File: src/rtl/vend_pkg.sv
// Shared types and helpers for the vending coin-credit controller.
//   vend_state_t : controller states (IDLE, COLLECT, DISPENSE, CHANGE)
//   COIN_*       : coin_type encodings from the coin decoder
//   coin_value() : maps a coin_type to its credit value (0 for the invalid code)
package vend_pkg;

  typedef enum logic [1:0] {
    IDLE     = 2'd0,
    COLLECT  = 2'd1,
    DISPENSE = 2'd2,
    CHANGE   = 2'd3
  } vend_state_t;

  localparam logic [1:0] COIN_50C = 2'b00;
  localparam logic [1:0] COIN_1E  = 2'b01;
  localparam logic [1:0] COIN_2E  = 2'b10;
  localparam logic [1:0] COIN_INV = 2'b11;

  // Denomination values are passed in because they are parameters of the
  // instantiating module, not of the package.
  function automatic int unsigned coin_value(input logic [1:0]  coin_type,
                                             input int unsigned v0,
                                             input int unsigned v1,
                                             input int unsigned v2);
    case (coin_type)
      COIN_50C: return v0;
      COIN_1E:  return v1;
      COIN_2E:  return v2;
      default:  return 0;
    endcase
  endfunction

endpackage

File: src/rtl/vend_timeout_ctr.sv
// Inactivity timer for the COLLECT state.
// Counts enabled cycles since the last clear; o_expired is asserted during
// the TIMEOUT-th consecutive enabled cycle so the controller can leave on
// the clock edge that ends it. TIMEOUT = 0 disables expiry entirely.
// Ports:
//   clk       in  clock, rising edge
//   rst_n     in  synchronous active-low reset
//   i_clear   in  restart the count (takes priority over i_enable)
//   i_enable  in  count this cycle
//   o_expired out timeout reached this cycle (combinational)
module vend_timeout_ctr #(
  parameter int unsigned TIMEOUT = 1000
) (
  input  logic clk,
  input  logic rst_n,
  input  logic i_clear,
  input  logic i_enable,
  output logic o_expired
);

  // At least one bit so the TIMEOUT = 0 build still elaborates cleanly.
  localparam int unsigned CNT_W = (TIMEOUT < 2) ? 1 : $clog2(TIMEOUT + 1);
  localparam logic [CNT_W-1:0] LAST = CNT_W'((TIMEOUT == 0) ? 0 : TIMEOUT - 1);

  logic [CNT_W-1:0] r_count;

  always_ff @(posedge clk) begin
    if (!rst_n || i_clear) begin
      r_count <= '0;
    end else if (i_enable) begin
      r_count <= r_count + CNT_W'(1);
    end
  end

  assign o_expired = (TIMEOUT != 0) && i_enable && (r_count == LAST);

endmodule

File: src/rtl/vend_credit_fsm.sv
// Coin-credit controller for the beverage vending demo.
// Accumulates credit from three coin denominations, requests a dispense once
// PRICE is reached, returns change over a valid/ready handshake and refunds
// on cancel or after TIMEOUT idle cycles in COLLECT.
// Ports:
//   clk, rst_n     clock (rising edge) and synchronous active-low reset
//   coin_valid     one-cycle pulse: coin inserted
//   coin_type      denomination, sampled with coin_valid (2'b11 invalid)
//   cancel         refund request (honoured only in COLLECT)
//   dispense_ack   dispenser delivered the beverage
//   change_ready   coin return unit accepts change_amount
//   dispense_req   high while in DISPENSE
//   change_valid   high while in CHANGE
//   change_amount  amount to return, stable while change_valid
//   coin_reject    one-cycle pulse, one cycle after a coin that was not credited
//   credit         current accumulated credit
//   busy           high in any state other than IDLE
module vend_credit_fsm
  import vend_pkg::*;
#(
  parameter int unsigned CREDIT_W  = 8,
  parameter int unsigned PRICE     = 15,
  parameter int unsigned COIN0_VAL = 5,
  parameter int unsigned COIN1_VAL = 10,
  parameter int unsigned COIN2_VAL = 20,
  parameter int unsigned TIMEOUT   = 1000
) (
  input  logic                clk,
  input  logic                rst_n,
  input  logic                coin_valid,
  input  logic [1:0]          coin_type,
  input  logic                cancel,
  input  logic                dispense_ack,
  input  logic                change_ready,
  output logic                dispense_req,
  output logic                change_valid,
  output logic [CREDIT_W-1:0] change_amount,
  output logic                coin_reject,
  output logic [CREDIT_W-1:0] credit,
  output logic                busy
);

  localparam int unsigned MAX01    = (COIN0_VAL > COIN1_VAL) ? COIN0_VAL : COIN1_VAL;
  localparam int unsigned MAX_COIN = (MAX01 > COIN2_VAL) ? MAX01 : COIN2_VAL;
  localparam logic [CREDIT_W-1:0] LP_PRICE = CREDIT_W'(PRICE);

  // Credit never exceeds PRICE-1 before a coin is added, so PRICE+MAX_COIN-1
  // fitting in CREDIT_W bits rules out any wrap in the adder.
  if (PRICE == 0) begin : g_price_err
    $error("vend_credit_fsm: PRICE must be non-zero");
  end
  if ((64'(PRICE) + 64'(MAX_COIN) - 64'd1) >= (64'd1 << CREDIT_W)) begin : g_width_err
    $error("vend_credit_fsm: CREDIT_W too small for PRICE + largest coin - 1");
  end

  vend_state_t         r_state;
  vend_state_t         w_state_nxt;
  logic [CREDIT_W-1:0] r_credit;
  logic [CREDIT_W-1:0] w_credit_nxt;
  logic [CREDIT_W-1:0] r_change_amt;
  logic [CREDIT_W-1:0] w_change_nxt;
  logic                r_coin_reject;
  logic                w_reject_nxt;

  logic                w_coin_ok;
  logic [CREDIT_W-1:0] w_coin_val;
  logic [CREDIT_W-1:0] w_sum;
  logic [CREDIT_W-1:0] w_remainder;
  logic                w_tmr_en;
  logic                w_tmr_clr;
  logic                w_tmr_expired;

  assign w_coin_ok   = coin_valid && (coin_type != COIN_INV);
  assign w_coin_val  = CREDIT_W'(coin_value(coin_type, COIN0_VAL, COIN1_VAL, COIN2_VAL));
  assign w_sum       = r_credit + w_coin_val;
  // Only used in DISPENSE, where credit >= PRICE always holds.
  assign w_remainder = r_credit - LP_PRICE;

  // Any accepted coin restarts the inactivity window.
  assign w_tmr_en  = (r_state == COLLECT);
  assign w_tmr_clr = (r_state != COLLECT) || w_coin_ok;

  vend_timeout_ctr #(
    .TIMEOUT (TIMEOUT)
  ) u_timeout (
    .clk       (clk),
    .rst_n     (rst_n),
    .i_clear   (w_tmr_clr),
    .i_enable  (w_tmr_en),
    .o_expired (w_tmr_expired)
  );

  always_ff @(posedge clk) begin
    if (!rst_n) begin
      r_state       <= IDLE;
      r_credit      <= '0;
      r_change_amt  <= '0;
      r_coin_reject <= 1'b0;
    end else begin
      r_state       <= w_state_nxt;
      r_credit      <= w_credit_nxt;
      r_change_amt  <= w_change_nxt;
      r_coin_reject <= w_reject_nxt;
    end
  end

  always_comb begin
    w_state_nxt  = r_state;
    w_credit_nxt = r_credit;
    w_change_nxt = r_change_amt;
    // Invalid denominations bounce in every state.
    w_reject_nxt = coin_valid && (coin_type == COIN_INV);

    case (r_state)
      IDLE: begin
        if (w_coin_ok) begin
          w_credit_nxt = w_coin_val;
          w_state_nxt  = (w_coin_val >= LP_PRICE) ? DISPENSE : COLLECT;
        end
      end
      COLLECT: begin
        // Priority: cancel, then coin, then timeout.
        if (cancel) begin
          w_state_nxt  = CHANGE;
          w_change_nxt = r_credit;
          w_reject_nxt = coin_valid;
        end else if (w_coin_ok) begin
          w_credit_nxt = w_sum;
          if (w_sum >= LP_PRICE) begin
            w_state_nxt = DISPENSE;
          end
        end else if (w_tmr_expired) begin
          w_state_nxt  = CHANGE;
          w_change_nxt = r_credit;
        end
      end
      DISPENSE: begin
        w_reject_nxt = coin_valid;
        if (dispense_ack) begin
          if (w_remainder != '0) begin
            w_state_nxt  = CHANGE;
            w_credit_nxt = w_remainder;
            w_change_nxt = w_remainder;
          end else begin
            w_state_nxt  = IDLE;
            w_credit_nxt = '0;
          end
        end
      end
      CHANGE: begin
        w_reject_nxt = coin_valid;
        if (change_ready) begin
          w_state_nxt  = IDLE;
          w_credit_nxt = '0;
          w_change_nxt = '0;
        end
      end
      default: begin
        w_state_nxt = IDLE;
      end
    endcase
  end

  assign dispense_req  = (r_state == DISPENSE);
  assign change_valid  = (r_state == CHANGE);
  assign change_amount = r_change_amt;
  assign coin_reject   = r_coin_reject;
  assign credit        = r_credit;
  assign busy          = (r_state != IDLE);

endmodule

File: config.mk
export PLATFORM = sky130hd
export DESIGN_NAME = vend_credit_fsm
export DESIGN_NICKNAME = d
export VERILOG_FILES = /design/src/rtl/vend_pkg.sv /design/src/rtl/vend_timeout_ctr.sv /design/src/rtl/vend_credit_fsm.sv
export SDC_FILE = /design/constraint.sdc
export NUM_CORES = 1
export LEC_CHECK = 0
export ABC_AREA = 1
export CORE_UTILIZATION = 39
export CTS_BUF_LIST = sky130_fd_sc_hd__clkbuf_8
export CTS_CLUSTER_SIZE = 14
export DETAILED_ROUTE_END_ITERATION = 8
export PLACE_DENSITY = 0.57
export SYNTH_ARGS = -nofsm -noshare
export SYNTH_HDL_FRONTEND = slang
export SYNTH_SLANG_ARGS = --single-unit
File: constraint.sdc
create_clock -name clk -period 6.31 [get_ports clk]
set_clock_uncertainty 0.2 [all_clocks]
set_input_delay 0.9465 -clock clk [delete_from_list [all_inputs] [get_ports clk]]
set_output_delay 0.9465 -clock clk [all_outputs]
set_load 0.005 [all_outputs]
==> results of run 1 <==
## per-layer routing
metal,part of all wire (%),global-route usage (%)
met5,0,0
met4,0.70,7.63
met3,5.6,3.75
met2,42,31.7
met1,52,30.8
## synth_stat cells
master / number / share of area (%)
a2111oi_1: 1 / 0.52
a21oi_1: 19 / 4.9
a21oi_2: 1 / 0.45
a221oi_1: 1 / 0.45
a31oi_1: 5 / 1.6
buf_2: 1 / 0.26
buf_4: 2 / 0.78
clkbuf_1: 1 / 0.19
clkinv_1: 2 / 0.39
dfxtp_1: 29 / 30
fa_1: 1 / 1.0
ha_1: 7 / 4.5
inv_1: 32 / 6.2
inv_2: 3 / 0.58
nand2_1: 71 / 14
nand2_2: 3 / 0.97
nand2_4: 2 / 1.2
nand3_1: 28 / 7.3
nand3_2: 1 / 0.52
nand3b_1: 2 / 0.78
nand4_1: 4 / 1.3
nor2_1: 32 / 6.2
nor2_4: 1 / 0.58
nor2_8: 1 / 1.0
nor3_1: 10 / 2.6
nor3_2: 1 / 0.52
nor3_4: 1 / 0.84
o21ai_0: 18 / 4.7
o21ai_1: 10 / 2.6
o21bai_1: 1 / 0.39
or2_1: 1 / 0.32
or2_2: 3 / 0.97
xnor2_1: 1 / 0.45
xor2_1: 2 / 0.91
## power groups by stage
stage	combinational, mW	clock (mW)	sequential [mW]
finish	0.609	0.200	0.316
detailed placement	0.607	0	0.319
global placement	0.610	0	0.321
floorplan	0.420	0	0.288
global route	0.681	0.213	0.326
CTS	0.611	0.203	0.316
## flip-flops by register name (all words and copies together), names as in the netlist
name and flops:
coin_reject 1, credit 8, change_amount 8, r_state 2, u_timeout.r_count 10
## kinds of logic after synthesis
| family | count (synthesis) |
|---|---|
| buffers and inverters | 41 |
| AND/OR/NAND/NOR | 161 |
| XOR/XNOR | 3 |
| adder cells (fa/ha/maj) | 8 |
| flip-flops | 29 |
| AO/OA/AOI/OAI | 56 |
## worst paths after layout
| kind | startpoint | to | slack (ps) | depth (start not counted) |
|---|---|---|---|---|
| hold reg to reg | u_timeout.r_count[0] | u_timeout.r_count[0] | 250 | 1 |
| hold / removal | u_timeout.r_count[0] | u_timeout.r_count[0] | 250 | 1 |
| setup / recovery | coin_type[0] | r_state[0] | 3170 | 15 |
| setup reg to reg | credit[0] | r_state[0] | 4010 | 10 |
## metrics by stage
stage | power (mW) | util (%) | setup slack (ps) | std cells | cell area, µm²
after floorplan | 0.708 | - | 3690 | 298 | 1930
after global placement | 0.931 | 47.5 | 2920 | 388 | 2260
after detailed placement | 0.926 | 47.5 | 2880 | 388 | 2260
after CTS | 1.13 | 50.0 | 3170 | 396 | 2380
after global routing | 1.22 | 50.0 | 2930 | 396 | 2380
final | 1.13 | 50.0 | 3170 | 396 | 2380
## final cells by class
type	count	area share, %
clock buffer	6	3.48
clock inverter	2	1.42
inverter	37	5.85
multi-input combinational	228	49.9
sequential	29	24.4
tap	67	3.53
timing repair buffer	27	11.4
==> metrics.txt, run 1 <==
worst path bufs/invs=3; Crit path required time=6330 ps; sw power=0.501 mW; routed vias/inst=4.99; CTS resizes=0; total CTS buffers=5; largest fanout on the critical path=5; largest family of logic cells by synthesized area=simple AND/OR/NAND/NOR gates; xor-xnor portion of the synthesized cell area=1.36%; cell mode on critical path=nand2_1; Sequential Power Share=28.0%; crit-path leading delay family=simple AND/OR/NAND/NOR gates; Hold Path Class=reg -> reg; core box area=4750 µm²; unrepaired setup endpoints after global routing=false; synthesized area=1930 µm²; most frequent cells in the layout=nand2_1, inv_1, nor2_1; DP Wirelength=3950 µm; Starting Density=40.6%; # IOs=28; DR pass1 iterations=4; slowest stage delay, CP=520 ps; post-route minimum period=3140 ps; Synth Net Count=314; Pwr per Cell Area=474 nW/µm²; clock share of power=17.8%; maximum clock path buffer count=2; IO buf count=27; Slew Viols, Final=0; Final Cycle Share=49.8%; # setup viols final=0; Area Overhead vs Synth=23.2%; TNS Setup=0 ps; CP endpoint kind=flop; Synth Area in Simple Gates=38.9%; Hold Fails Final Rpt=0; adder-cell share of the synthesized area=5.58%; final-layout fill cell count=517; achievable frequency=318 MHz; drt wl/cell=13.0 µm; Layout Nets=344; Sw Share=44.6%; post-route ant nets=0; CP Launch Type=input port; Total GRT Usage=21.3%; Synth Area in Compound Gates=15.6%; Remaining Overflow, GRT=0; number of library cell types mapped by synthesis=34; layout cell share with drive strength beyond 1=7.29%; Chip Width=72.3 µm; storage element area=581 µm²; full die area=5230 µm²; crit path DAT=3160 ps; syn avg cell area=6.47 µm²; mux cell area share after synthesis=0%; Cell Rows=25; Clock Latency Late Sink=280 ps; max-capacitance violation count=0; Root Driver=clkbuf_8; Sink Count=29; CTS tree=yes; Clock Pin Slew Worst Setup and Hold Paths=70 ps; Seq/Total Area, Yosys=30.1%; first-pass GRT wire length=8690 µm; RD Place Congestion=0.863; most common cell after layout, fill and taps aside=nand2_1; starting DRC count in detailed routing=103; footprint of the multi-input gates=1190 µm²; post-synthesis register bit count=29; initial antenna violation count=0; Die Height=72.3 µm; Worst Max-Slew Pin Slew=659 ps; internal power=0.624 mW; peak supply drop=0.000209 V; status=finished clean; CP Class=in -> reg; H-Tree Depth=2; synth warn=0; Post-CTS Setup Repair Bufs=0; Combinational Power Share=54.2%; vias in the first global route=1791; Post-Route Hold Slack=246 ps; Lkg Pwr=1.01 nW; crit-path cells=clkdlybuf4s50_1, inv_1, nor2_1, ha_1, nand2_1, nand2_1, inv_1, nand3b_1, nand2_1, nand2_1, nor2_1, nand3_1, nand3_1, nand2_1, nor2_1; routed vias=1975; largest net degree at the start of global routing=17; CTS Hold Bufs=0; # DRC=0; Syn Inst Count=298; WL final=5140 µm; # diodes=0; Slew HR=55.9%; slowest cell on the critical path=clkdlybuf4s50_1
Note: power is estimated with default switching activity, not from simulation.
==> run 2, diff against run 1 <==
==> constraint.sdc (replaced) <==
create_clock -name clk -period 3.3 [get_ports clk]
set_clock_uncertainty 0.2 [all_clocks]
set_input_delay 0.495 -clock clk [delete_from_list [all_inputs] [get_ports clk]]
set_output_delay 0.495 -clock clk [all_outputs]
set_load 0.005 [all_outputs]
==> run 2 against run 1 <==
Core utilization increased by 0.16 points. Sequential cell count unchanged. Register-to-register slack got worse by 3000 ps. Sequential power increased by 92%. Routed wire length increased by 4.4%. Highest routed layer unchanged.
==> metrics.txt, run 2 (synthesis results as in run 1) <==
CTS tree=yes; status=finished clean; CTS Hold Bufs=0 (unchanged); dpl ws=362 ps (-2520 ps); CTS resizes=0 (unchanged); full die area=5230 µm² (unchanged); H-Tree Depth=2 (unchanged); # diodes=0 (unchanged); Biggest register=u_timeout.r_count; Starting Density=40.6% (unchanged); unrepaired setup endpoints after global routing=false; starting DRC count in detailed routing=140 (+36%); Hold Fails Final Rpt=0 (unchanged); # DRC=0 (unchanged); Total GRT Usage=21.9% (+0.51 points); largest net degree at the start of global routing=16 (-1); max-capacitance violation count=0 (unchanged); worst path bufs/invs=2 (-1); CP Class=reg -> out; # IOs=28 (unchanged); final-layout fill cell count=510 (-1.4%); RD Place Congestion=0.848 (-1.7%); final std cells w/o fill=397 (+0.25%); Post-Route Hold Slack=257 ps (+10.5 ps); slowest cell on the critical path=nor2_1; post-route ant nets=0 (unchanged); footprint of the multi-input gates=1190 µm² (unchanged); routed vias/inst=5.05 (+1.3%); crit path setup slack, layout=578 ps (-2590 ps); Final Cycle Share=82.5%; core box area=4750 µm² (unchanged); Slew HR=51.9% (-4.0 points); placed insts=389 (+0.26%); slowest stage delay, CP=620 ps (+100 ps); total power=2.17 mW (+93%); Slew Viols, Final=0 (unchanged); most common cell after layout, fill and taps aside=nand2_1; max reg flops=10 (unchanged); crit path DAT=2030 ps (-1130 ps); post-route minimum period=2720 ps; Pwr per Cell Area=912 nW/µm² (+93%); Clock Pin Slew Worst Setup and Hold Paths=70 ps (about the same); Die Height=72.3 µm (unchanged); largest fanout on the critical path=10 (+5); Root Driver=clkbuf_8; layout cell share with drive strength beyond 1=7.58% (+0.28 points); first-pass GRT wire length=8800 µm (+1.3%); Final Util=50.1% (+0.16 points); Post-CTS Setup Repair Bufs=0 (unchanged); crit-path cells=nor2_1, inv_1, clkdlybuf4s50_1; Chip Width=72.3 µm (unchanged); maximum clock path buffer count=2 (unchanged); DP Wirelength=4000 µm (+1.3%); Lkg Pwr=1.02 nW (+0.47%); Worst Max-Slew Pin Slew=719 ps (+59.6 ps); Area Overhead vs Synth=23.5%; peak supply drop=0.000496 V (+140%); initial antenna violation count=0 (unchanged); TNS Setup=0 ps (unchanged); crit-path leading delay family=buffers and inverters; routed vias=2006 (+1.6%); Hold Path Class=reg -> reg; drt wl/cell=13.5 µm (+4.2%); finished layout cell area=2380 µm² (+0.32%); placed instance area=2270 µm² (+0.33%); # setup viols final=0 (unchanged); Sink Count=29 (unchanged); DR pass1 iterations=4 (unchanged); total CTS buffers=5 (unchanged); vias in the first global route=1754 (-2.1%); storage element area=581 µm² (unchanged); WL final=5360 µm (+4.4%); Crit path required time=2600 ps (-3730 ps); IO buf count=27 (unchanged); CP Launch Type=flop; Cell Rows=25 (unchanged); Remaining Overflow, GRT=0 (unchanged); Layout Nets=345 (+0.29%); Clock Latency Late Sink=280 ps (about the same); CP endpoint kind=output pin; achievable frequency=367 MHz; most frequent cells in the layout=nand2_1, inv_1, nor2_1
[run 2: layout make-up]
class	count	area share, %
repair buffers	28	11.7
clock inverters	2	1.42
clock buffers	6	3.46
flip-flops and latches	29	24.4
multi-input cells	228	49.8
well taps	67	3.52
inverters	37	5.83
[run 2: per-layer routing]
layer | GRT usage, % | vias up | part of all wire (%)
met5 | 0 | - | 0
met4 | 8.06 | 0 | 2.0
met3 | 3.89 | 7 | 5.7
met2 | 30.2 | 65 | 40
met1 | 33.3 | 884 | 52
li1 | - | 1050 | -
[run 2: worst reg2reg max path: stages (launching register included)]
cell and delay, ps:
dfxtp_1 610, inv_2 160, nand2_2 170, clkinv_1 320, nand3_1 340, inv_1 160
o21ai_0 140, a21oi_1 100
[run 2: path summary, 6_finish.rpt]
path	endpoint	slack, ps	cells past startpoint	startpoint
worst max-delay path	busy	580	3	r_state[1]
worst min-delay path	u_timeout.r_count[0]	260	1	u_timeout.r_count[0]
worst max register to register	u_timeout.r_count[7]	980	7	r_state[1]
worst min register to register	u_timeout.r_count[0]	260	1	u_timeout.r_count[0]
[run 2: report_power, final]
part	switching, mW	internal [mW]	leakage [nW]	total (mW)
logic	0.681	0.499	0.720	1.18
clock network	0.145	0.243	0.0626	0.388
registers	0.155	0.452	0.237	0.606
total	0.981	1.19	1.02	2.17
